<file path="src/rtl/tile_renderer.sv">
// tile_renderer: fetches one tile's map entry, color attribute, pattern row and two palette
// entries per 16-clock slot, then emits pixel-doubled RGB332 with sync, all 17 clocks late.
module tile_renderer #(
  parameter logic [11:0] COLOR_ATTR_BASE = 12'h800,
  parameter logic [7:0]  BLANK_COLOR     = 8'h00
) (
  input  logic        clk,
  input  logic        rst,
  input  logic [9:0]  pixel_x,
  input  logic [9:0]  pixel_y,
  input  logic        visible_in,
  input  logic        hsync_in,
  input  logic        vsync_in,
  output logic [10:0] tile_memory_read_addr,
  input  logic [7:0]  tile_memory_read_data,
  output logic [11:0] attribute_memory_read_addr,
  input  logic [7:0]  attribute_memory_read_data,
  output logic [3:0]  color_memory_read_addr,
  input  logic [7:0]  color_memory_read_data,
  output logic [7:0]  rgb_out,
  output logic        hsync_out,
  output logic        vsync_out,
  output logic        visible_out
);
  localparam int LATENCY = 17;
  logic [3:0] ph;
  logic [10:0] map_addr;
  logic [7:0] idx, cattr, pattern, fg, bg, disp_pattern, disp_fg, disp_bg;
  logic slot_ok, disp_ok;
  logic [LATENCY-1:0] vis_sr, hs_sr, vs_sr;
  logic unused;
  assign ph = pixel_x[3:0];
  assign map_addr = {pixel_y[8:4], pixel_x[9:4]};
  assign unused = pixel_y[9];
  assign visible_out = vis_sr[LATENCY-1];
  assign hsync_out = hs_sr[LATENCY-1];
  assign vsync_out = vs_sr[LATENCY-1];
  // slot_ok marks a slot whose whole fetch ran out of reset; a slot cut by reset displays as blank
  always_ff @(posedge clk)
    if (!rst) begin
      {vis_sr, hs_sr, vs_sr} <= '0;
      {rgb_out, tile_memory_read_addr, attribute_memory_read_addr, color_memory_read_addr} <= '0;
      {idx, cattr, pattern, fg, bg, disp_pattern, disp_fg, disp_bg} <= '0;
      {slot_ok, disp_ok} <= '0;
    end else begin
      vis_sr <= {vis_sr[LATENCY-2:0], visible_in};
      hs_sr <= {hs_sr[LATENCY-2:0], hsync_in};
      vs_sr <= {vs_sr[LATENCY-2:0], vsync_in};
      rgb_out <= (vis_sr[LATENCY-2] && disp_ok) ? (disp_pattern[~ph[3:1]] ? disp_fg : disp_bg) : BLANK_COLOR;
      case (ph)
        4'd0: begin
          attribute_memory_read_addr <= {1'b0, map_addr};
          slot_ok <= 1'b1;
        end
        4'd1: begin
          idx <= attribute_memory_read_data;
          attribute_memory_read_addr <= COLOR_ATTR_BASE | {1'b0, map_addr};
        end
        4'd2: begin
          cattr <= attribute_memory_read_data;
          tile_memory_read_addr <= {idx, pixel_y[3:1]};
        end
        4'd3: begin
          pattern <= tile_memory_read_data;
          color_memory_read_addr <= cattr[7:4];
        end
        4'd4: begin
          fg <= color_memory_read_data;
          color_memory_read_addr <= cattr[3:0];
        end
        4'd5: bg <= color_memory_read_data;
        4'd15: begin
          disp_pattern <= pattern;
          disp_fg <= fg;
          disp_bg <= bg;
          disp_ok <= slot_ok;
        end
        default: ;
      endcase
    end
endmodule

</file>
<file path="config.mk">
export PLATFORM = sky130hd
export DESIGN_NAME = tile_renderer
export DESIGN_NICKNAME = d
export VERILOG_FILES = /design/src/rtl/tile_renderer.sv
export SDC_FILE = /design/constraint.sdc
export NUM_CORES = 1
export LEC_CHECK = 0
export BUFFER_PORTS_ARGS = -buffer_cell sky130_fd_sc_hd__buf_2
export CAP_MARGIN = 20
export CORE_ASPECT_RATIO = 0.9
export CORE_MARGIN = 8
export CORE_UTILIZATION = 51
export CTS_BUF_LIST = sky130_fd_sc_hd__clkbuf_2 sky130_fd_sc_hd__clkbuf_4 sky130_fd_sc_hd__clkbuf_8
export DETAILED_ROUTE_END_ITERATION = 10
export GPL_TIMING_DRIVEN = 1
export HOLD_SLACK_MARGIN = 0.05
export PLACE_DENSITY = 0.79
export SYNTH_ARGS = -nofsm -noshare
export SYNTH_HDL_FRONTEND = slang
export SYNTH_SLANG_ARGS = --single-unit
</file>
<file path="constraint.sdc">
create_clock -name clk -period 2.55 [get_ports clk]
set_input_delay 0 -clock clk [delete_from_list [all_inputs] [get_ports clk]]
set_output_delay 0 -clock clk [all_outputs]
set_load 0.05 [all_outputs]
</file>
==> results of run 1 <==
## sequential cells by signal, summed over array words and instances (netlist names)
signal                      count
hs_sr                          17
vis_sr                         17
vs_sr                          17
attribute_memory_read_addr     12
tile_memory_read_addr          11
bg                              8
cattr                           8
disp_bg                         8
disp_fg                         8
disp_pattern                    8
fg                              8
idx                             8
pattern                         8
rgb_out                         8
color_memory_read_addr          4
disp_ok                         1
slot_ok                         1
## logic make-up after synthesis
| family | synth area share, % |
|---|---|
| AO/OA/AOI/OAI | 12.4 |
| multiplexers | 4.16 |
| flip-flops | 56.8 |
| buffers and inverters | 3.86 |
| AND/OR/NAND/NOR | 22.7 |
## per-stage QoR
stage	hold slack, ns	power, mW
floorplan	0.127	2.61
global placement	0.212	2.67
detailed placement	0.209	2.68
CTS	0.0830	4.52
global route	0.132	4.65
finish	0.121	4.48
## synthesized netlist by cell type, drive strengths merged
cell and count:
a21boi 83, a21oi 1, a22oi 4, and2 51, and3 1, and4 1, and4bb 1, buf 20
clkbuf 20, dfxtp 152, mux2i 20, mux4 1, nand2 174, nand3 4, nand4 1, nand4bb 1
nor2 1, nor2b 9, nor3 1, nor4b 3, nor4bb 1, o21a 1, or3 1, or4b 3
## final timing paths
path | start | to | slack, ns
worst max register to register | disp_pattern[0] | rgb_out[7] | 1.15
worst min register to register | vs_sr[8] | vs_sr[9] | 0.43
worst min-delay path | pixel_x[2] | idx[7] | 0.12
worst max-delay path | pixel_x[0] | tile_memory_read_addr[2] | 0.99
## repair_timing
action	in CTS	in global routing
hold endpoints to repair	73	0
hold buffers	47	0
endpoints found under the setup margin	0	0
## cell type report
class,instances,area [µm²]
repair buffers,137,948
clock inverters,11,121
well taps,129,161
clock buffers,21,277
flip-flops and latches,152,3040
multi-input cells,363,2110
fillers,823,3590
## cell usage in the layout, fill, tap and decap left out, types with 2 or more instances in the layout
| master | synthesis | final |
|---|---|---|
| sky130_fd_sc_hd__a21boi_0 | 70 | 70 |
| sky130_fd_sc_hd__clkinvlp_4 | 0 | 2 |
| sky130_fd_sc_hd__dlygate4sd3_1 | 0 | 47 |
| sky130_fd_sc_hd__nor4b_4 | 2 | 2 |
| sky130_fd_sc_hd__clkinv_4 | 0 | 2 |
| sky130_fd_sc_hd__a22oi_1 | 4 | 4 |
| sky130_fd_sc_hd__a21boi_1 | 13 | 13 |
| sky130_fd_sc_hd__nand2_1 | 174 | 174 |
| sky130_fd_sc_hd__buf_4 | 3 | 5 |
| sky130_fd_sc_hd__or4b_1 | 2 | 2 |
| sky130_fd_sc_hd__clkinv_2 | 0 | 4 |
| sky130_fd_sc_hd__and2_1 | 51 | 51 |
| sky130_fd_sc_hd__nand3_1 | 4 | 4 |
| sky130_fd_sc_hd__clkbuf_8 | 0 | 19 |
| sky130_fd_sc_hd__nor2b_1 | 9 | 9 |
| sky130_fd_sc_hd__clkbuf_4 | 0 | 2 |
| sky130_fd_sc_hd__bufinv_16 | 0 | 2 |
| sky130_fd_sc_hd__dfxtp_1 | 152 | 152 |
| sky130_fd_sc_hd__buf_2 | 12 | 84 |
| sky130_fd_sc_hd__mux2i_1 | 20 | 20 |
## layer usage
metal | part of all wire [%] | vias up | GRT usage [%] | routed length (µm)
li1 | - | 2030 | - | -
met1 | 43 | 1854 | 18.6 | 4620
met2 | 50 | 79 | 27.7 | 5420
met3 | 6.1 | 11 | 5.72 | 661
met4 | 1.3 | 0 | 5.78 | 146
met5 | 0 | - | 0 | 0
## power groups by stage
stage	clock network (mW)	registers (mW)	logic [mW]
after floorplan	0	2.49	0.116
after global placement	0	2.47	0.203
after detailed placement	0	2.47	0.207
after CTS	1.85	2.41	0.262
after global routing	1.95	2.42	0.286
final	1.80	2.41	0.263
## worst register-to-register path, stage by stage (launching register included)
cell                      delay (ns)
sky130_fd_sc_hd__dfxtp_1        0.34
sky130_fd_sc_hd__mux2i_1        0.08
sky130_fd_sc_hd__mux4_2         0.64
sky130_fd_sc_hd__mux2i_1        0.25
==> out/summary.md, run 1 <==
- **number of top-level pins** 87
- **cell area after placement** 5790 µm²
- **final wirelength** 10,800 µm
- **final count of hold timing violations** 0
- **number of cells on the critical path** 5
- **DR vias** 3,974
- **total die area** 14,000 µm²
- **placeable core area** 10,200 µm²
- **cells traversed along the worst timing path** dlygate4sd3_1, buf_2, or4b_1, nand2_1, a21boi_0
- **Period Utilization, post-route** 61.0%
- **part of the Yosys area used for sequential elements** 56.8%
- **first-pass detailed-route iteration total** 4
- **DRT iter0 DRCs** 217
- **utilization after layout** 65.0%
- **Tot GR Track Use** 16.4%
- **postcts setup bufs** 0
- **routed vias/inst** 4.89
- **final slew viol count** 0
- **post-synthesis cell type with the largest combined area** sky130_fd_sc_hd__dfxtp_1
- **pre-CTS WS** 0.921 ns
- **worst voltage drop across the vdd grid** 0.502 mV
- **number of instances resized during post-cts repair** 0
- **cell count after placement** 734
- **slowest cell on the critical path** sky130_fd_sc_hd__or4b_1
- **data arrival at the endpoint of the critical path** 1.87 ns
- **placed wire-length estimate** 6790 µm
- **total nets after synthesis** 604
- **number of core rows** 35
- **Slew headroom** 37.0%
- **worst reg2reg path depth** 3
- **Critical Path End Type** flop
- **starting density of the core** 52.2%
- **largest net degree at the start of global routing** 116
- **static power due to leakage** 2.65 nW
- **Die Wd** 124 µm
- **Critical Path RT** 2.86 ns
- **Avg Synthesized Cell Area** 9.64 µm²
- **clock-pin slew on the worst setup and hold paths** 0.08 ns
- **Pwr per Cell Area** 672 nW/µm²
- **area growth from synthesis to layout** 24.4%
- **status** finished clean
- **crit-path max cell delay** 0.84 ns
- **unrepaired setup endpoints after global routing** no
- **fraction of layout cells with a size suffix above 1** 18.9%
- **number of cells on the worst hold path** 4
- **via count of the first global-routing pass** 4,015
- **remaining global-route overflow** 0
- **PnR worst setup slack** 0.994 ns
- **cell type group with the largest total delay on the critical path** simple AND/OR/NAND/NOR gates
- **number of nets in the final layout** 720
- **internal power component** 3.47 mW
- **sequential cell fraction of total power** 53.9%
- **Post-route DRC** 0
- **clock tree from TritonCTS** yes
- **final design instance area without fill** 6660 µm²
- **mean routed wirelength per cell** 13.3 µm
- **count of buffers inserted at the top-level ports** 84
- **latest clock arrival within the worst-skew pair** 0.43 ns
- **path type of the worst setup path** in -> reg
- **TritonCTS Sinks** 152
- **post-synth top area share** 56.8%
- **number of synthesized register bits** 152
- **Non-Filler Instances** 813
- **startpoint class of the critical path** input pin
- **leading post-synthesis cells by cell area** sky130_fd_sc_hd__dfxtp_1, sky130_fd_sc_hd__nand2_1, sky130_fd_sc_hd__a21boi_0
- **number of endpoints failing setup at the final stage** 0
- **maximum clock insertion buffer count** 2
- **DRT antenna net count** 0
- **post-route minimum period** 1.56 ns
- **Clk network pwr share** 40.2%
- **number of buffers and inverters on the critical path** 2
- **Warnings, synthesis** 0
- **antenna violations before repair** 0
- **kind of path behind the tightest hold check** in -> reg
- **share of power burned in combinational logic** 5.9%
- **max-capacitance violation count** 0
- **maximum fanout count along the critical path** 19
- **clk_skew** 0.0141 ns
- **worst slew pin tran** 0.942 ns
- **maximum achievable frequency** 643 MHz
- **number of H-tree levels** 4
- **Root Buffer Master** sky130_fd_sc_hd__clkbuf_8
- **area of the mapped netlist** 5350 µm²
- **switching share of power** 22.5%
- **net switching power of the design** 1.01 mW
- **clock buffers created by TritonCTS** 17
- **count of unique library cells instantiated by Yosys** 30
- **global placement routability congestion** 0.734
- **ant diodes** 0
- **total negative setup slack** 0 ns
- **global-route wire length before repair** 18,500 µm
- **synthesized instance count** 555
- **die height** 113 µm
Note: power is estimated with default switching activity, not from simulation.
==> inputs of run 2 (changes only) <==
Clock period 2.55 ns to 1.6 ns, I/O delays scaled along.
==> run 2 against run 1 <==
  * Clock power up 47%
  * Total power up 55%
  * Hold slack worse by 0.029 ns
  * Die area unchanged
  * Critical path type unchanged
  * Combinational power up 59%
  * Largest cell class unchanged
  * Global-route usage about the same
  * Setup slack worse by 0.74 ns
  * First-iteration DRC count up 10%
  * Count of clock-buffer cells in the layout down 1
==> out/summary.md, run 2 (synthesized netlist as in run 1, its figures left out) <==
- **placeable core area** 10,200 µm²
- **maximum fanout count along the critical path** 12
- **Tot GR Track Use** 16.3%
- **first-pass detailed-route iteration total** 4
- **Critical Path End Type** flop
- **max-capacitance violation count** 0
- **Critical Path RT** 1.91 ns
- **number of top-level pins** 87
- **largest net degree at the start of global routing** 117
- **static power due to leakage** 2.63 nW
- **global-route wire length before repair** 18,300 µm
- **most common cell after layout, fill and taps aside** sky130_fd_sc_hd__nand2_1
- **most used cells in the layout excluding fill and tap cells** sky130_fd_sc_hd__nand2_1, sky130_fd_sc_hd__dfxtp_1, sky130_fd_sc_hd__buf_2
- **post-route minimum period** 1.35 ns
- **number of H-tree levels** 4
- **ant diodes** 0
- **count of buffers inserted at the top-level ports** 84
- **maximum clock insertion buffer count** 2
- **clock buffers created by TritonCTS** 17
- **placed wire-length estimate** 6900 µm
- **Slew headroom** 62.6%
- **global placement routability congestion** 0.733
- **final wirelength** 10,800 µm
- **number of nets in the final layout** 720
- **starting density of the core** 52.2%
- **Die Wd** 124 µm
- **number of core rows** 35
- **cell count after placement** 739
- **TritonCTS Sinks** 152
- **final slew viol count** 0
- **cell area after placement** 5830 µm²
- **Regs by FF count** hs_sr (17), vis_sr (17), vs_sr (17)
- **Root Buffer Master** sky130_fd_sc_hd__clkbuf_8
- **remaining global-route overflow** 0
- **Non-Filler Instances** 813
- **clock tree from TritonCTS** yes
- **antenna violations before repair** 0
- **fraction of layout cells with a size suffix above 1** 19.6%
- **startpoint class of the critical path** input pin
- **fillcell total** 828
- **unrepaired setup endpoints after global routing** no
- **via count of the first global-routing pass** 4,091
- **final design instance area without fill** 6610 µm²
- **status** finished clean
- **latest clock arrival within the worst-skew pair** 0.44 ns
- **die height** 113 µm
- **DRT antenna net count** 0
- **path type of the worst setup path** in -> reg
- **final count of hold timing violations** 0
- **maximum achievable frequency** 742 MHz
- **total die area** 14,000 µm²
- **worst slew pin tran** 0.558 ns
- **worst voltage drop across the vdd grid** 0.630 mV
- **clock-pin slew on the worst setup and hold paths** 0.07 ns
- **Period Utilization, post-route** 84.2%
- **number of endpoints failing setup at the final stage** 0
- **total negative setup slack** 0 ns
- **kind of path behind the tightest hold check** in -> reg
- **Pwr per Cell Area** 1050 nW/µm²
- **area growth from synthesis to layout** 23.6%
- **utilization after layout** 64.5%
- **Post-route DRC** 0
- **clk_skew** 0.0139 ns
- **data arrival at the endpoint of the critical path** 1.66 ns
- **DRT iter0 DRCs** 239
- **mean routed wirelength per cell** 13.3 µm
- **routed vias/inst** 4.90
- **DR vias** 3,983
- **worst hold slack** 0.0915 ns
run 2: changes by cell type in the layout (fill, tap and decap cells not counted), sizes merged:
cell | before | now
buf | 90 | 95
bufinv | 2 | 1
clkbuf | 21 | 20
clkinv | 6 | 8
dlygate4sd3 | 47 | 42
run 2: worst paths after layout:
check	startpoint	end	slack [ns]	cells after the start
worst min-delay path	rst	attribute_memory_read_addr[6]	0.09	3
worst min register to register	vis_sr[5]	vis_sr[6]	0.43	1
worst max register to register	disp_pattern[1]	rgb_out[7]	0.26	3
worst max-delay path	pixel_x[0]	idx[6]	0.25	5
run 2: worst max-delay path, cell delays in order:
cell and delay [ns]:
sky130_fd_sc_hd__dlygate4sd3_1 0.53, sky130_fd_sc_hd__buf_2 0.24, sky130_fd_sc_hd__or4b_1 0.65, sky130_fd_sc_hd__nand2_1 0.14, sky130_fd_sc_hd__a21boi_0 0.09
run 2: area by class of cell:
| type | count | area [µm²] | share of cell area, % |
|---|---|---|---|
| multi-input cells | 363 | 2110 | 31.9 |
| flip-flops and latches | 152 | 3040 | 46.0 |
| well taps | 129 | 161 | 2.44 |
| repair buffers | 137 | 936 | 14.2 |
| clock inverters | 12 | 101 | 1.53 |
| clock buffers | 20 | 263 | 3.97 |
run 2: where the power goes:
| part | leakage, nW | internal [mW] | total [mW] | switching [mW] |
|---|---|---|---|---|
| Sequential | 1.23 | 3.83 | 3.85 | 0.0202 |
| Clock | 0.189 | 1.30 | 2.65 | 1.36 |
| Combinational | 1.21 | 0.203 | 0.417 | 0.215 |
run 2: per-layer routing:
metal / vias up / global-route usage [%] / wire (µm)
li1: 2028 / - / -
met1: 1868 / 18.1 / 4790
met2: 75 / 27.1 / 5280
met3: 12 / 5.92 / 631
met4: 0 / 7.61 / 146
met5: - / 0 / 0
run 2: repair_timing:
item                                   4_1_cts  5_1_grt
hold buffers                                42        0
setup buffers                                0        0
resized for setup                            0        0
endpoints found under the hold margin       58        0
run 2: per-stage QoR:
stage	total power [mW]	setup WS, ns
CTS	6.98	0.246
global placement	4.26	0.238
finish	6.92	0.253
global route	7.19	0.157
detailed placement	4.27	0.194
floorplan	4.16	0.397
==> inputs of run 3 (changes only) <==
Clock period 1.6 ns to 1.4 ns, I/O delays scaled along.
==> run 3 against run 2 <==
  * Sequential cell count is the same
  * Sequential power grew 14%
  * Largest power group unchanged
  * First-iteration DRC count grew 13%
  * Utilization grew 0.23 points
  * Setup slack lost 0.18 ns
  * Clock power grew 7%
  * Combinational power grew 17%
  * Hold slack gained 0.017 ns
==> out/summary.md, run 3 (synthesized netlist as in run 1, its figures left out) <==
- **status** finished clean
- **kind of path behind the tightest hold check** in -> reg
- **number of top-level pins** 87
- **most used cells in the layout excluding fill and tap cells** sky130_fd_sc_hd__nand2_1, sky130_fd_sc_hd__dfxtp_1, sky130_fd_sc_hd__buf_2
- **final design instance area without fill** 6640 µm²
- **total negative setup slack** 0 ns
- **routed vias/inst** 4.82
- **maximum achievable frequency** 754 MHz
- **Die Wd** 124 µm
- **Clk network pwr share** 36.7%
- **clock-pin slew on the worst setup and hold paths** 0.08 ns
- **post-route minimum period** 1.33 ns
- **Pwr per Cell Area** 1160 nW/µm²
- **Critical Path End Type** flop
- **data arrival at the endpoint of the critical path** 1.64 ns
- **Tot GR Track Use** 16.0%
- **latest clock arrival within the worst-skew pair** 0.43 ns
- **fraction of layout cells with a size suffix above 1** 20.2%
- **worst slew pin tran** 0.358 ns
- **first-pass detailed-route iteration total** 4
- **clock buffers created by TritonCTS** 17
- **Reg2Reg Setup Slack** 0.09 ns
- **most common cell after layout, fill and taps aside** sky130_fd_sc_hd__nand2_1
- **DRT iter0 DRCs** 270
- **maximum fanout count along the critical path** 12
- **final slew viol count** 0
- **die height** 113 µm
- **share of power burned in combinational logic** 6.3%
- **cell area after placement** 5870 µm²
- **clk_skew** 0.0191 ns
- **worst voltage drop across the vdd grid** 0.993 mV
- **Post-route DRC** 0
- **worst hold slack** 0.109 ns
- **number of core rows** 35
- **mean routed wirelength per cell** 13.2 µm
- **placed wire-length estimate** 6920 µm
- **Period Utilization, post-route** 94.8%
- **Critical Path RT** 1.71 ns
- **max-capacitance violation count** 0
- **net switching power of the design** 1.80 mW
- **slowest cell on the critical path** sky130_fd_sc_hd__or4b_1
- **largest net degree at the start of global routing** 105
- **number of endpoints failing setup at the final stage** 0
- **global placement routability congestion** 0.724
- **startpoint class of the critical path** input pin
- **final wirelength** 10,800 µm
- **path type of the worst setup path** in -> reg
- **switching share of power** 23.4%
- **total die area** 14,000 µm²
- **static power due to leakage** 2.65 nW
- **Root Buffer Master** sky130_fd_sc_hd__clkbuf_8
- **sequential cell fraction of total power** 57.0%
- **total power consumption of the routed design** 7.71 mW
- **ant diodes** 0
- **number of nets in the final layout** 724
- **cells traversed along the worst timing path** dlygate4sd3_1, buf_2, or4b_1, nand2_1, a21boi_0
- **clock tree from TritonCTS** yes
- **area growth from synthesis to layout** 24.0%
- **internal power component** 5.91 mW
- **antenna violations before repair** 0
- **maximum clock insertion buffer count** 2
- **Regs by FF count** hs_sr (17), vis_sr (17), vs_sr (17)
- **crit-path max cell delay** 0.64 ns
- **postcts setup bufs** 0
- **final count of hold timing violations** 0
- **via count of the first global-routing pass** 3,915
- **DRT antenna net count** 0
- **starting density of the core** 52.2%
- **unrepaired setup endpoints after global routing** no
- **DR vias** 3,937
- **global-route wire length before repair** 17,900 µm
- **fillcell total** 823
- **TritonCTS Sinks** 152
- **Slew headroom** 76.1%
- **number of H-tree levels** 4
- **count of buffers inserted at the top-level ports** 84
- **remaining global-route overflow** 0
- **placeable core area** 10,200 µm²
-- run 3: cell count changes in the layout (fill, tap and decap cells not counted) --
cell	change
sky130_fd_sc_hd__clkinv_2	+1
sky130_fd_sc_hd__buf_12	+1
sky130_fd_sc_hd__nand4bb_2	+1
sky130_fd_sc_hd__nand4bb_1	-1
sky130_fd_sc_hd__clkinvlp_4	-1
sky130_fd_sc_hd__buf_4	+3
sky130_fd_sc_hd__bufinv_16	-1
sky130_fd_sc_hd__clkinv_4	+1
-- run 3: power groups by stage --
stage	sequential (mW)	clock, mW	combinational [mW]
2_1_floorplan	4.54	0	0.211
3_3_place_gp	4.50	0	0.382
3_5_place_dp	4.50	0	0.391
4_1_cts	4.40	2.94	0.482
5_1_grt	4.40	3.12	0.528
6_report	4.40	2.83	0.486
-- run 3: worst max-delay path, delay by kind of cell --
kind | cells | cell delay (ns)
AO/OA/AOI/OAI | 1 | 0.09
buffers and inverters | 2 | 0.79
AND/OR/NAND/NOR | 2 | 0.77
-- run 3: area by class of cell --
class                   count  area, µm²  area share (%)
flip-flops and latches    152       3040            45.8
multi-input cells         363       2110            31.9
repair buffers            141        978            14.7
clock buffers              20        263            3.96
well taps                 129        161            2.43
clock inverters            12       77.6            1.17
-- run 3: path summary, 6_finish.rpt --
path | from | to | cells after the start
setup / recovery | pixel_x[0] | idx[3] | 5
hold / removal | rst | fg[7] | 3
setup reg to reg | disp_pattern[6] | rgb_out[1] | 3
hold reg to reg | vis_sr[1] | vis_sr[2] | 1
-- run 3: through the flow --
step,std cells,util [%],setup slack (ns)
floorplan,555,-,0.197
CTS,817,64.7,0.0655
global route,817,64.8,0.0160
detailed placement,743,57.3,0.0636
finish,817,64.8,0.0733
global placement,743,57.3,0.103
-- run 3: what timing repair did --
action / in CTS / in global routing
hold endpoints to repair: 58 / 0
endpoints found under the setup margin: 0 / 3
hold buffers: 42 / 0
resized for setup: 0 / 1
-- run 3: layer usage --
layer	GRT usage, %	vias up	share of wire, %
li1	-	2033	-
met3	6.97	10	6.4
met5	0	-	0
met1	17.7	1806	43
met2	26.5	88	49
met4	5.94	0	1.3
